### src/rtl/tff_pkg.sv
// Shared definitions for the T flip-flop bank counter.
// Mode encodings used by the top level and by anything driving it.
package tff_pkg;

  localparam logic [1:0] MODE_HOLD   = 2'b00;
  localparam logic [1:0] MODE_TOGGLE = 2'b01;
  localparam logic [1:0] MODE_UP     = 2'b10;
  localparam logic [1:0] MODE_DOWN   = 2'b11;

endpackage

### src/rtl/tff_bank_counter_if.sv
// Control/status bundle of the T flip-flop bank counter.
// master drives controls and observes state; slave is the counter.
interface tff_bank_counter_if #(
  parameter int WIDTH = 4
);

  logic             en;
  logic [1:0]       mode;
  logic [WIDTH-1:0] t;
  logic             load;
  logic [WIDTH-1:0] d;
  logic [WIDTH-1:0] q;
  logic [WIDTH-1:0] qb;
  logic             tc;
  logic             wrap;

  modport master (
    output en, mode, t, load, d,
    input  q, qb, tc, wrap
  );

  modport slave (
    input  en, mode, t, load, d,
    output q, qb, tc, wrap
  );

endinterface

### src/rtl/tff_cell.sv
// Single-bit T flip-flop with synchronous active-low reset.
// Parallel load wins over toggle.
module tff_cell #(
  parameter logic RST_VAL = 1'b0
) (
  input  logic clk,
  input  logic rst,
  input  logic ld,
  input  logic d,
  input  logic t,
  output logic q,
  output logic qb
);

  logic r_q;

  always_ff @(posedge clk) begin
    if (!rst) begin
      r_q <= RST_VAL;
    end else if (ld) begin
      r_q <= d;
    end else if (t) begin
      r_q <= ~r_q;
    end
  end

  assign q  = r_q;
  assign qb = ~r_q;

endmodule

### src/rtl/tff_bank_counter.sv
// Bank of T cells: hold, per-bit toggle, up/down count, load,
// optional saturation and a registered wrap pulse.
module tff_bank_counter
  import tff_pkg::*;
#(
  parameter int               WIDTH    = 4,
  parameter int               SATURATE = 0,
  parameter logic [WIDTH-1:0] RST_VAL  = '0
) (
  input  logic                clk,
  input  logic                rst,
  tff_bank_counter_if.slave   bus
);

  localparam bit SAT = (SATURATE != 0);

  logic [WIDTH-1:0] w_q;
  logic [WIDTH-1:0] w_qb;
  logic [WIDTH-1:0] w_up;
  logic [WIDTH-1:0] w_dn;
  logic [WIDTH-1:0] w_tv;
  logic [WIDTH-1:0] w_tog;
  logic             w_all1;
  logic             w_all0;
  logic             w_is_tg;
  logic             w_is_up;
  logic             w_is_dn;
  logic             w_adv;
  logic             w_wrap_nxt;
  logic             r_wrap;

  // Bit i toggles when all lower bits are ones (up) / zeros (down)
  always_comb begin
    logic [WIDTH-1:0] msk;
    w_up = '0;
    w_dn = '0;
    for (int i = 0; i < WIDTH; i++) begin
      msk     = (WIDTH'(1) << i) - WIDTH'(1);
      w_up[i] = &(w_q | ~msk);
      w_dn[i] = ~|(w_q & msk);
    end
  end

  assign w_all1  = &w_q;
  assign w_all0  = ~|w_q;
  assign w_is_tg = (bus.mode == MODE_TOGGLE);
  assign w_is_up = (bus.mode == MODE_UP);
  assign w_is_dn = (bus.mode == MODE_DOWN);
  assign w_adv   = bus.en & ~bus.load;

  always_comb begin
    w_tv = '0;
    unique case (1'b1)
      w_is_tg: w_tv = bus.t;
      w_is_up: w_tv = (SAT && w_all1) ? '0 : w_up;
      w_is_dn: w_tv = (SAT && w_all0) ? '0 : w_dn;
      default: w_tv = '0;
    endcase
  end

  assign w_tog = w_adv ? w_tv : '0;

  assign w_wrap_nxt = !SAT && w_adv &&
                      ((w_is_up && w_all1) ||
                       (w_is_dn && w_all0));

  always_ff @(posedge clk) begin
    if (!rst) begin
      r_wrap <= 1'b0;
    end else begin
      r_wrap <= w_wrap_nxt;
    end
  end

  for (genvar gi = 0; gi < WIDTH; gi++) begin : g_cell
    tff_cell #(
      .RST_VAL (RST_VAL[gi])
    ) u_cell (
      .clk (clk),
      .rst (rst),
      .ld  (bus.load),
      .d   (bus.d[gi]),
      .t   (w_tog[gi]),
      .q   (w_q[gi]),
      .qb  (w_qb[gi])
    );
  end

  assign bus.q    = w_q;
  assign bus.qb   = w_qb;
  assign bus.tc   = (w_is_up & w_all1) | (w_is_dn & w_all0);
  assign bus.wrap = r_wrap;

endmodule
### src/flat_wrapper.sv
// flat-port wrapper written by rule: the top's interface ports become plain ports
module tff_bank_counter_flat import tff_pkg::*;
#(
  parameter int               WIDTH    = 4,
  parameter int               SATURATE = 0,
  parameter logic [WIDTH-1:0] RST_VAL  = '0
)
  (clk, rst, bus_en, bus_mode, bus_t, bus_load, bus_d, bus_q, bus_qb, bus_tc, bus_wrap);
  tff_bank_counter_if #(.WIDTH(WIDTH)) bus_i ();
  input  logic clk;
  input  logic rst;
  input wire logic [$bits(bus_i.en)-1:0] bus_en;
  input wire logic [$bits(bus_i.mode)-1:0] bus_mode;
  input wire logic [$bits(bus_i.t)-1:0] bus_t;
  input wire logic [$bits(bus_i.load)-1:0] bus_load;
  input wire logic [$bits(bus_i.d)-1:0] bus_d;
  output wire logic [$bits(bus_i.q)-1:0] bus_q;
  output wire logic [$bits(bus_i.qb)-1:0] bus_qb;
  output wire logic [$bits(bus_i.tc)-1:0] bus_tc;
  output wire logic [$bits(bus_i.wrap)-1:0] bus_wrap;
  assign bus_i.en = bus_en;
  assign bus_i.mode = bus_mode;
  assign bus_i.t = bus_t;
  assign bus_i.load = bus_load;
  assign bus_i.d = bus_d;
  assign bus_q = bus_i.q;
  assign bus_qb = bus_i.qb;
  assign bus_tc = bus_i.tc;
  assign bus_wrap = bus_i.wrap;
  tff_bank_counter #(.WIDTH(WIDTH), .SATURATE(SATURATE), .RST_VAL(RST_VAL)) u_core (.clk(clk), .rst(rst), .bus(bus_i));
endmodule
### config.mk
export PLATFORM = sky130hd
export DESIGN_NAME = tff_bank_counter_flat
export DESIGN_NICKNAME = d
export VERILOG_FILES = /design/src/rtl/tff_pkg.sv /design/src/rtl/tff_bank_counter_if.sv /design/src/rtl/tff_cell.sv /design/src/rtl/tff_bank_counter.sv /design/src/flat_wrapper.sv
export SDC_FILE = /design/constraint.sdc
export NUM_CORES = 1
export LEC_CHECK = 0
export CAP_MARGIN = 10
export CORE_MARGIN = 4
export CORE_UTILIZATION = 27
export DETAILED_ROUTE_END_ITERATION = 8
export GPL_TIMING_DRIVEN = 0
export HOLD_SLACK_MARGIN = 0.1
export PLACE_DENSITY = 0.64
export SLEW_MARGIN = 20
export SYNTH_ARGS = -nofsm -noshare
export SYNTH_HDL_FRONTEND = slang
export SYNTH_SLANG_ARGS = --single-unit
### constraint.sdc
create_clock -name clk -period 3.9 [get_ports clk]
set_clock_uncertainty 0.15 [all_clocks]
set_input_delay 0.78 -clock clk [delete_from_list [all_inputs] [get_ports clk]]
set_output_delay 0.78 -clock clk [all_outputs]
set_load 0.02 [all_outputs]
==> flow_summary_export.csv, run 1 <==
group,metric,value,unit
synth,synth_compound_gate_area_share,0.221,
clock_tree,cts_buffers,3,
pwr,share_clk_of_total_power,0.315,
global_routing,initial_antenna_violation_count,0,
global_routing,grt_pass1_wl,1.52,mm
hold_path,hold_path_class,"flip-flop to flip-flop",
setup_path,regToRegStartpoint,"u_core.g_cell[3].u_cell.q",
synth,seq_area_frac_synth,0.235,
setup_path,critical_path_class,"input pin to primary output",
sta,max_clock_freq,279,MHz
setup_path,worstSetupStartpointType,"input pin",
drt,met2_length,459,um
sta,finalSetupViolCount,0,
floorplan,die_width,47.7,um
clock_tree,cts_tree,"built",
global_routing,grt_max_degree,11,
clock_tree,clkLatencyLatePin,0.25,ns
sta,grt_setup_unrepaired,"false",
sta,maxSlewViolCount,0,
setup_path,timing.critical_path.to_type,"primary output",
floorplan,die_area,2270,sq um
drt,maxUsedRoutingLayer,"met3",
sta,timing.slew.headroom,0.791,
final_layout,fin_area,692,sq um
synth,synth.net_count,69,
final_layout,area_growth_syn_to_layout,62.6,%
drt,routedLengthMet1,450,um
clock_tree,post-cts-setup-buffer-count,0,
hold_path,min-delay-start,"u_core.g_cell[3].u_cell.q",
setup_path,r2r_cells,4,
synth,synthAdderAreaFrac,0,
drt,routed-via-count,446,
clock_tree,cts-resized-gates,0,
clock_tree,clock_tree.buffer_depth,2,
sta,final.setup.worst_slack,0.317,ns
drt,drt_pass1_iterations,5,
clock_tree,tritoncts_num_sinks,5,
clock_tree,clock_tree.htree_level_count,1,
synth,synth.area.mux_share,0.0265,
synth,post_synth_instance_area,425,sq um
drt,wl_met3,87,um
sta,tightestPinTransition,0.311,ns
global_routing,grt.total_usage,0.0948,
synth,synth-seq-cells,5,
setup_path,cell_occurring_most_often_along_the_worst_timing_path,"sky130_fd_sc_hd__clkdlybuf4s50_1",
run_status,outcome,"finished clean",
pwr,total_leakage_power,0.274,nW
sta,fin_setup_tns,0,ns
global_routing,globalRoute.totalOverflow,0,
synth,synth_cell_type_count,24,
global_routing,first_global_vias,373,
setup_path,cp_data_required_time,2.97,ns
final_layout,design.final.nets,96,
clock_tree,cts.reportedPaths.clkPinSlew,0.05,ns
floorplan,floorplan.initialDensity,0.286,
clock_tree,cts_root_buffer,"sky130_fd_sc_hd__clkbuf_4",
final_layout,finalCoreUtilization,0.465,
clock_tree,postCtsHoldBufs,0,
final_layout,n_antenna_cell,0,
synth,synth_top_family_by_area,"buffers and inverters",
setup_path,worst_setup_path_startpoint,"bus_mode[0]",
pwr,swShare,0.301,
pwr,power.switching,0.0000594,W
placed_design,buffer_ports.inserted,22,
drt,postRouteAntennaNets,0,
drt,detail_route.vias_per_cell,4.60,
setup_path,minimum_setup_slack_among_reg_to_reg_paths,2.34,ns
final_layout,nFillCells,149,
final_layout,layout.area.seq,100,sq um
placed_design,gpl.final_weighted_congestion,0.719,
drt,wl_per_cell,10.3,um
pwr,power.combinational.fraction,0.386,
synth,synthXorXnorAreaFrac,0.103,
pwr,max-vdd-ir-drop,129,uV
placed_design,dp_worst_setup_slack,0.324,ns
placed_design,dpl.cell_count,93,
final_layout,post_route_cells_drive_above_1_share,0.222,
setup_path,regToRegEndpoint,"u_core.bus.wrap",
final_layout,fin_cells,97,
hold_path,whs_path_depth,2,
setup_path,cp_data_arrival_time,2.65,ns
setup_path,critical-path-slowest-cell,"sky130_fd_sc_hd__clkdlybuf4s50_1",
sta,layout_worst_path_cycle_share,0.919,
placed_design,hpwl,795,um
sta,crit_path_time_final,3.58,ns
synth,syn-mean-instance-area,7.73,sq um
floorplan,fp.dieH,47.7,um
placed_design,dpl_cell_area,666,sq um
drt,routed_wl,997,um
setup_path,cp_cell_sequence,"clkdlybuf4s50_1 > buf_4 > or4_4 > a21boi_2 > clkdlybuf4s50_1",
synth,synthesis.instances,55,
final_layout,multi_input_comb_area,225,sq um
hold_path,worst_hold_path_ep,"u_core.g_cell[3].u_cell.q",
floorplan,floorplan.rows,14,
setup_path,path_max_fanout,10,
floorplan,io-pin-count,24,
pwr,p_per_area,286,nW/um^2
pwr,seq_power_share,0.299,
drt,first_iter_violations,15,
flow_run,max_cap_violations,0,
drt,drcViolationCount,0,
synth,yosys.area_share.simple,0.179,
floorplan,coreArea,1490,sq um
setup_path,slowest_delay,0.62,ns
synth,synth_warnings,0,
sta,report.final.hold_viol_count,0,
pwr,cell_internal_pwr,0.000138,W
==> cell families after synthesis <==
logic type / count (synthesis)
DFF: 5
AOI/OAI and AO/OA: 15
buffers and inverters: 17
and+or+nand+nor: 12
xor gates and xnor gates: 5
muxes: 1
==> how the worst max path moves through the flow <==
stage          endpoint  slack, ns  cells past startpoint
5_1_grt          bus_tc       0.29                      5
2_1_floorplan    bus_tc       1.30                      3
3_3_place_gp     bus_tc       0.32                      5
4_1_cts          bus_tc       0.32                      5
6_report         bus_tc       0.32                      5
3_5_place_dp     bus_tc       0.32                      5
==> cell usage after synthesis <==
cell,number,area [sq um]
sky130_fd_sc_hd__nor2_1,2,7.51
sky130_fd_sc_hd__inv_1,5,18.8
sky130_fd_sc_hd__buf_2,2,10.0
sky130_fd_sc_hd__nand3b_1,1,7.51
sky130_fd_sc_hd__mux2_2,1,11.3
sky130_fd_sc_hd__and3_1,1,6.26
sky130_fd_sc_hd__a41oi_1,1,8.76
sky130_fd_sc_hd__a41o_1,1,10.0
sky130_fd_sc_hd__nand4bb_1,1,11.3
sky130_fd_sc_hd__a211oi_1,1,7.51
sky130_fd_sc_hd__nand2_1,2,7.51
sky130_fd_sc_hd__buf_4,9,67.6
sky130_fd_sc_hd__a21oi_1,6,30.0
sky130_fd_sc_hd__nand3_1,1,5.00
sky130_fd_sc_hd__or4_4,1,11.3
sky130_fd_sc_hd__xnor2_1,5,43.8
sky130_fd_sc_hd__dfxtp_1,5,100
sky130_fd_sc_hd__o21ai_0,4,20.0
sky130_fd_sc_hd__nor4_1,1,6.26
sky130_fd_sc_hd__a31oi_1,1,6.26
sky130_fd_sc_hd__inv_2,1,3.75
sky130_fd_sc_hd__nor3_1,1,5.00
sky130_fd_sc_hd__a21boi_2,1,11.3
sky130_fd_sc_hd__nand4b_1,1,8.76
==> worst max-delay path: cells and delay by family <==
family          cells  cell delay, ns
compound gates      1            0.16
buf+inv             3            1.23
simple gates        1            0.48
==> per-layer routing <==
metal | GRT usage | up-vias
li1 | - | 237
met1 | 0.114 | 189
met2 | 0.145 | 20
met3 | 0.0263 | 0
met4 | 0.0645 | 0
met5 | 0 | -
==> flip-flops by register name (all words and copies together) (netlist names) <==
register / cells
u_core.g_cell.u_cell.q: 4
u_core.bus.wrap: 1
==> power by group through the flow <==
stage	registers (W)	clock network (W)	logic [W]
floorplan	0.0000593	0	0.0000454
global placement	0.0000599	0	0.0000763
detailed placement	0.0000601	0	0.0000764
CTS	0.0000592	0.0000628	0.0000769
global route	0.0000599	0.0000652	0.0000830
finish	0.0000591	0.0000622	0.0000764
==> area by class of cell <==
cell class	count	area share
timing repair buffer	22	0.318
clock buffer	4	0.0380
tap	16	0.0289
sequential	5	0.145
buffer	11	0.112
multi-input combinational	33	0.325
inverter	6	0.0325
==> per-stage QoR <==
stage | hold slack [ns] | power [W]
final | 0.456 | 0.000198
after global routing | 0.478 | 0.000208
after detailed placement | 0.448 | 0.000136
after global placement | 0.431 | 0.000136
after CTS | 0.460 | 0.000199
after floorplan | 0.406 | 0.000105
==> cell usage in the layout (no fill, tap or decap) <==
cell                              count
sky130_fd_sc_hd__xnor2_1              5
sky130_fd_sc_hd__a41oi_1              1
sky130_fd_sc_hd__nand3_1              1
sky130_fd_sc_hd__or4_4                1
sky130_fd_sc_hd__nand2_1              2
sky130_fd_sc_hd__a41o_1               1
sky130_fd_sc_hd__and3_1               1
sky130_fd_sc_hd__nor3_1               1
sky130_fd_sc_hd__clkbuf_4             3
sky130_fd_sc_hd__a31oi_1              1
sky130_fd_sc_hd__clkdlybuf4s50_1     22
sky130_fd_sc_hd__clkbuf_1             1
sky130_fd_sc_hd__dfxtp_1              5
sky130_fd_sc_hd__nand4bb_1            1
sky130_fd_sc_hd__o21ai_0              4
sky130_fd_sc_hd__nor4_1               1
sky130_fd_sc_hd__a21boi_2             1
sky130_fd_sc_hd__nand3b_1             1
sky130_fd_sc_hd__nor2_1               2
sky130_fd_sc_hd__inv_1                5
sky130_fd_sc_hd__buf_2                2
sky130_fd_sc_hd__a211oi_1             1
sky130_fd_sc_hd__buf_4                9
sky130_fd_sc_hd__inv_2                1
sky130_fd_sc_hd__mux2_2               1
sky130_fd_sc_hd__a21oi_1              6
sky130_fd_sc_hd__nand4b_1             1
No activity file was read; power rests on OpenSTA's default activity.
==> run 2: changes to the inputs <==
--- a/config.mk
+++ b/config.mk
@@ -6,12 +6,12 @@
 export NUM_CORES = 1
 export LEC_CHECK = 0
 export CAP_MARGIN = 10
-export CORE_MARGIN = 4
-export CORE_UTILIZATION = 27
+export CORE_AREA = 4 4 41 43
 export DETAILED_ROUTE_END_ITERATION = 8
+export DIE_AREA = 0 0 45 47
 export GPL_TIMING_DRIVEN = 0
 export HOLD_SLACK_MARGIN = 0.1
-export PLACE_DENSITY = 0.64
+export PLACE_DENSITY = 0.73
 export SLEW_MARGIN = 20
 export SYNTH_ARGS = -nofsm -noshare
 export SYNTH_HDL_FRONTEND = slang
==> run 2 against run 1 <==
Net effect: die area fell by 7.0%; count of clock-buffer cells in the layout unchanged; hold slack lost 0.0018 ns; via count fell by 2.7%; first-iteration DRC count decreased by 33%; sequential share of layout area hardly changed; critical path depth unchanged; critical path type unchanged; critical endpoint unchanged; largest power group unchanged.
==> flow_summary_export.csv, run 2 (synthesized netlist as in run 1, its figures left out) <==
group,metric,value,unit
drt,postRouteAntennaNets,0,
global_routing,grt_max_degree,11,
global_routing,grt.total_usage,0.0994,
final_layout,post_route_cells_drive_above_1_share,0.222,
global_routing,globalRoute.totalOverflow,0,
setup_path,cp_data_required_time,2.97,ns
global_routing,first_global_vias,397,
setup_path,path_max_fanout,10,
pwr,post-layout-total-power,0.000195,W
floorplan,coreArea,1300,sq um
hold_path,hold_path_class,"flip-flop to flip-flop",
pwr,power.combinational.fraction,0.390,
floorplan,fp.dieH,47,um
final_layout,nFillCells,138,
final_layout,layout.area.seq,100,sq um
global_routing,grt_pass1_wl,1.52,mm
clock_tree,clock_tree.buffer_depth,2,
flow_run,max_cap_violations,0,
setup_path,cp_data_arrival_time,2.64,ns
drt,routed-via-count,434,
clock_tree,cts.reportedPaths.clkPinSlew,0.04,ns
drt,first_iter_violations,10,
clock_tree,cts_buffers,3,
floorplan,die_area,2120,sq um
sta,maxSlewViolCount,0,
drt,drcViolationCount,0,
clock_tree,clkLatencyLatePin,0.24,ns
pwr,max-vdd-ir-drop,172,uV
sta,max_clock_freq,280,MHz
setup_path,critical_path_class,"input pin to primary output",
sta,timing.slew.headroom,0.753,
global_routing,initial_antenna_violation_count,0,
pwr,share_clk_of_total_power,0.305,
final_layout,flip_flop_count_of_the_largest_register_all_copies_and_words_added,4,
pwr,swShare,0.290,
drt,detail_route.vias_per_cell,4.52,
final_layout,fin_cells,96,
floorplan,io-pin-count,24,
placed_design,hpwl,808,um
placed_design,buffer_ports.inserted,22,
drt,drt_pass1_iterations,4,
sta,report.final.hold_viol_count,0,
clock_tree,tritoncts_num_sinks,5,
clock_tree,clock_tree.htree_level_count,1,
pwr,cell_internal_pwr,0.000138,W
pwr,p_per_area,282,nW/um^2
drt,wl_per_cell,9.95,um
sta,layout_worst_path_cycle_share,0.916,
final_layout,area_growth_syn_to_layout,62.4,%
clock_tree,cts_root_buffer,"sky130_fd_sc_hd__clkbuf_4",
floorplan,die_width,45,um
final_layout,layout.cells.most_common,"sky130_fd_sc_hd__clkdlybuf4s50_1",
drt,routed_wl,955,um
sta,grt_setup_unrepaired,"false",
placed_design,gpl.final_weighted_congestion,0.742,
sta,crit_path_time_final,3.57,ns
final_layout,design.final.nets,96,
sta,tightestPinTransition,0.368,ns
clock_tree,postCtsHoldBufs,0,
floorplan,floorplan.initialDensity,0.327,
floorplan,floorplan.rows,13,
sta,fin_setup_tns,0,ns
pwr,total_leakage_power,0.274,nW
final_layout,mostFrequentLayoutCells,"sky130_fd_sc_hd__clkdlybuf4s50_1, sky130_fd_sc_hd__buf_4, sky130_fd_sc_hd__a21oi_1",
final_layout,n_antenna_cell,0,
clock_tree,cts-resized-gates,0,
setup_path,worstSetupStartpointType,"input pin",
placed_design,dpl.cell_count,92,
clock_tree,cts_tree,"built",
pwr,seq_power_share,0.304,
clock_tree,post-cts-setup-buffer-count,0,
pwr,power.switching,0.0000564,W
run_status,outcome,"finished clean",
setup_path,timing.critical_path.to_type,"primary output",
sta,finalSetupViolCount,0,
final_layout,multi_input_comb_area,225,sq um
[run 2: final cells by class]
type	instances	area share
clock buffers	4	0.0380
flip-flops and latches	5	0.145
well taps	15	0.0272
repair buffers	22	0.319
inverters	6	0.0326
multi-input cells	33	0.326
plain buffers	11	0.112
[run 2: stage by stage]
| stage | setup WS [ns] | area (sq um) | hold WS, ns | utilization |
|---|---|---|---|---|
| 2_1_floorplan | 1.30 | 425 | 0.406 | - |
| 3_3_place_gp | 0.327 | 664 | 0.432 | 0.511 |
| 3_5_place_dp | 0.326 | 664 | 0.439 | 0.511 |
| 4_1_cts | 0.313 | 691 | 0.456 | 0.531 |
| 5_1_grt | 0.226 | 691 | 0.480 | 0.531 |
| 6_report | 0.329 | 691 | 0.454 | 0.531 |
[run 2: per-layer routing]
metal | vias up | track usage | wire, um
li1 | 233 | - | -
met1 | 179 | 0.120 | 438
met2 | 20 | 0.153 | 448
met3 | 2 | 0.0153 | 58
met4 | 0 | 0.0877 | 9
met5 | - | 0 | 0
[run 2: final timing paths]
kind / startpoint / endpoint / slack [ns] / cells past startpoint
worst min-delay path: u_core.g_cell[3].u_cell.q / u_core.g_cell[3].u_cell.q / 0.45 / 2
worst max register to register: u_core.g_cell[3].u_cell.q / u_core.bus.wrap / 2.35 / 4
worst max-delay path: bus_mode[0] / bus_tc / 0.33 / 5
worst min register to register: u_core.g_cell[3].u_cell.q / u_core.g_cell[3].u_cell.q / 0.45 / 2
[run 2: critical path: stages]
cell	delay [ns]
sky130_fd_sc_hd__clkdlybuf4s50_1	0.42
sky130_fd_sc_hd__buf_4	0.18
sky130_fd_sc_hd__or4_4	0.48
sky130_fd_sc_hd__a21boi_2	0.16
sky130_fd_sc_hd__clkdlybuf4s50_1	0.62
[run 2: power groups by stage]
stage               Clock [W]  Combinational [W]  Sequential, W
detailed placement          0          0.0000763      0.0000601
global route        0.0000641          0.0000825      0.0000598
floorplan                   0          0.0000454      0.0000593
CTS                 0.0000630          0.0000768      0.0000592
global placement            0          0.0000758      0.0000599
finish              0.0000594          0.0000759      0.0000592
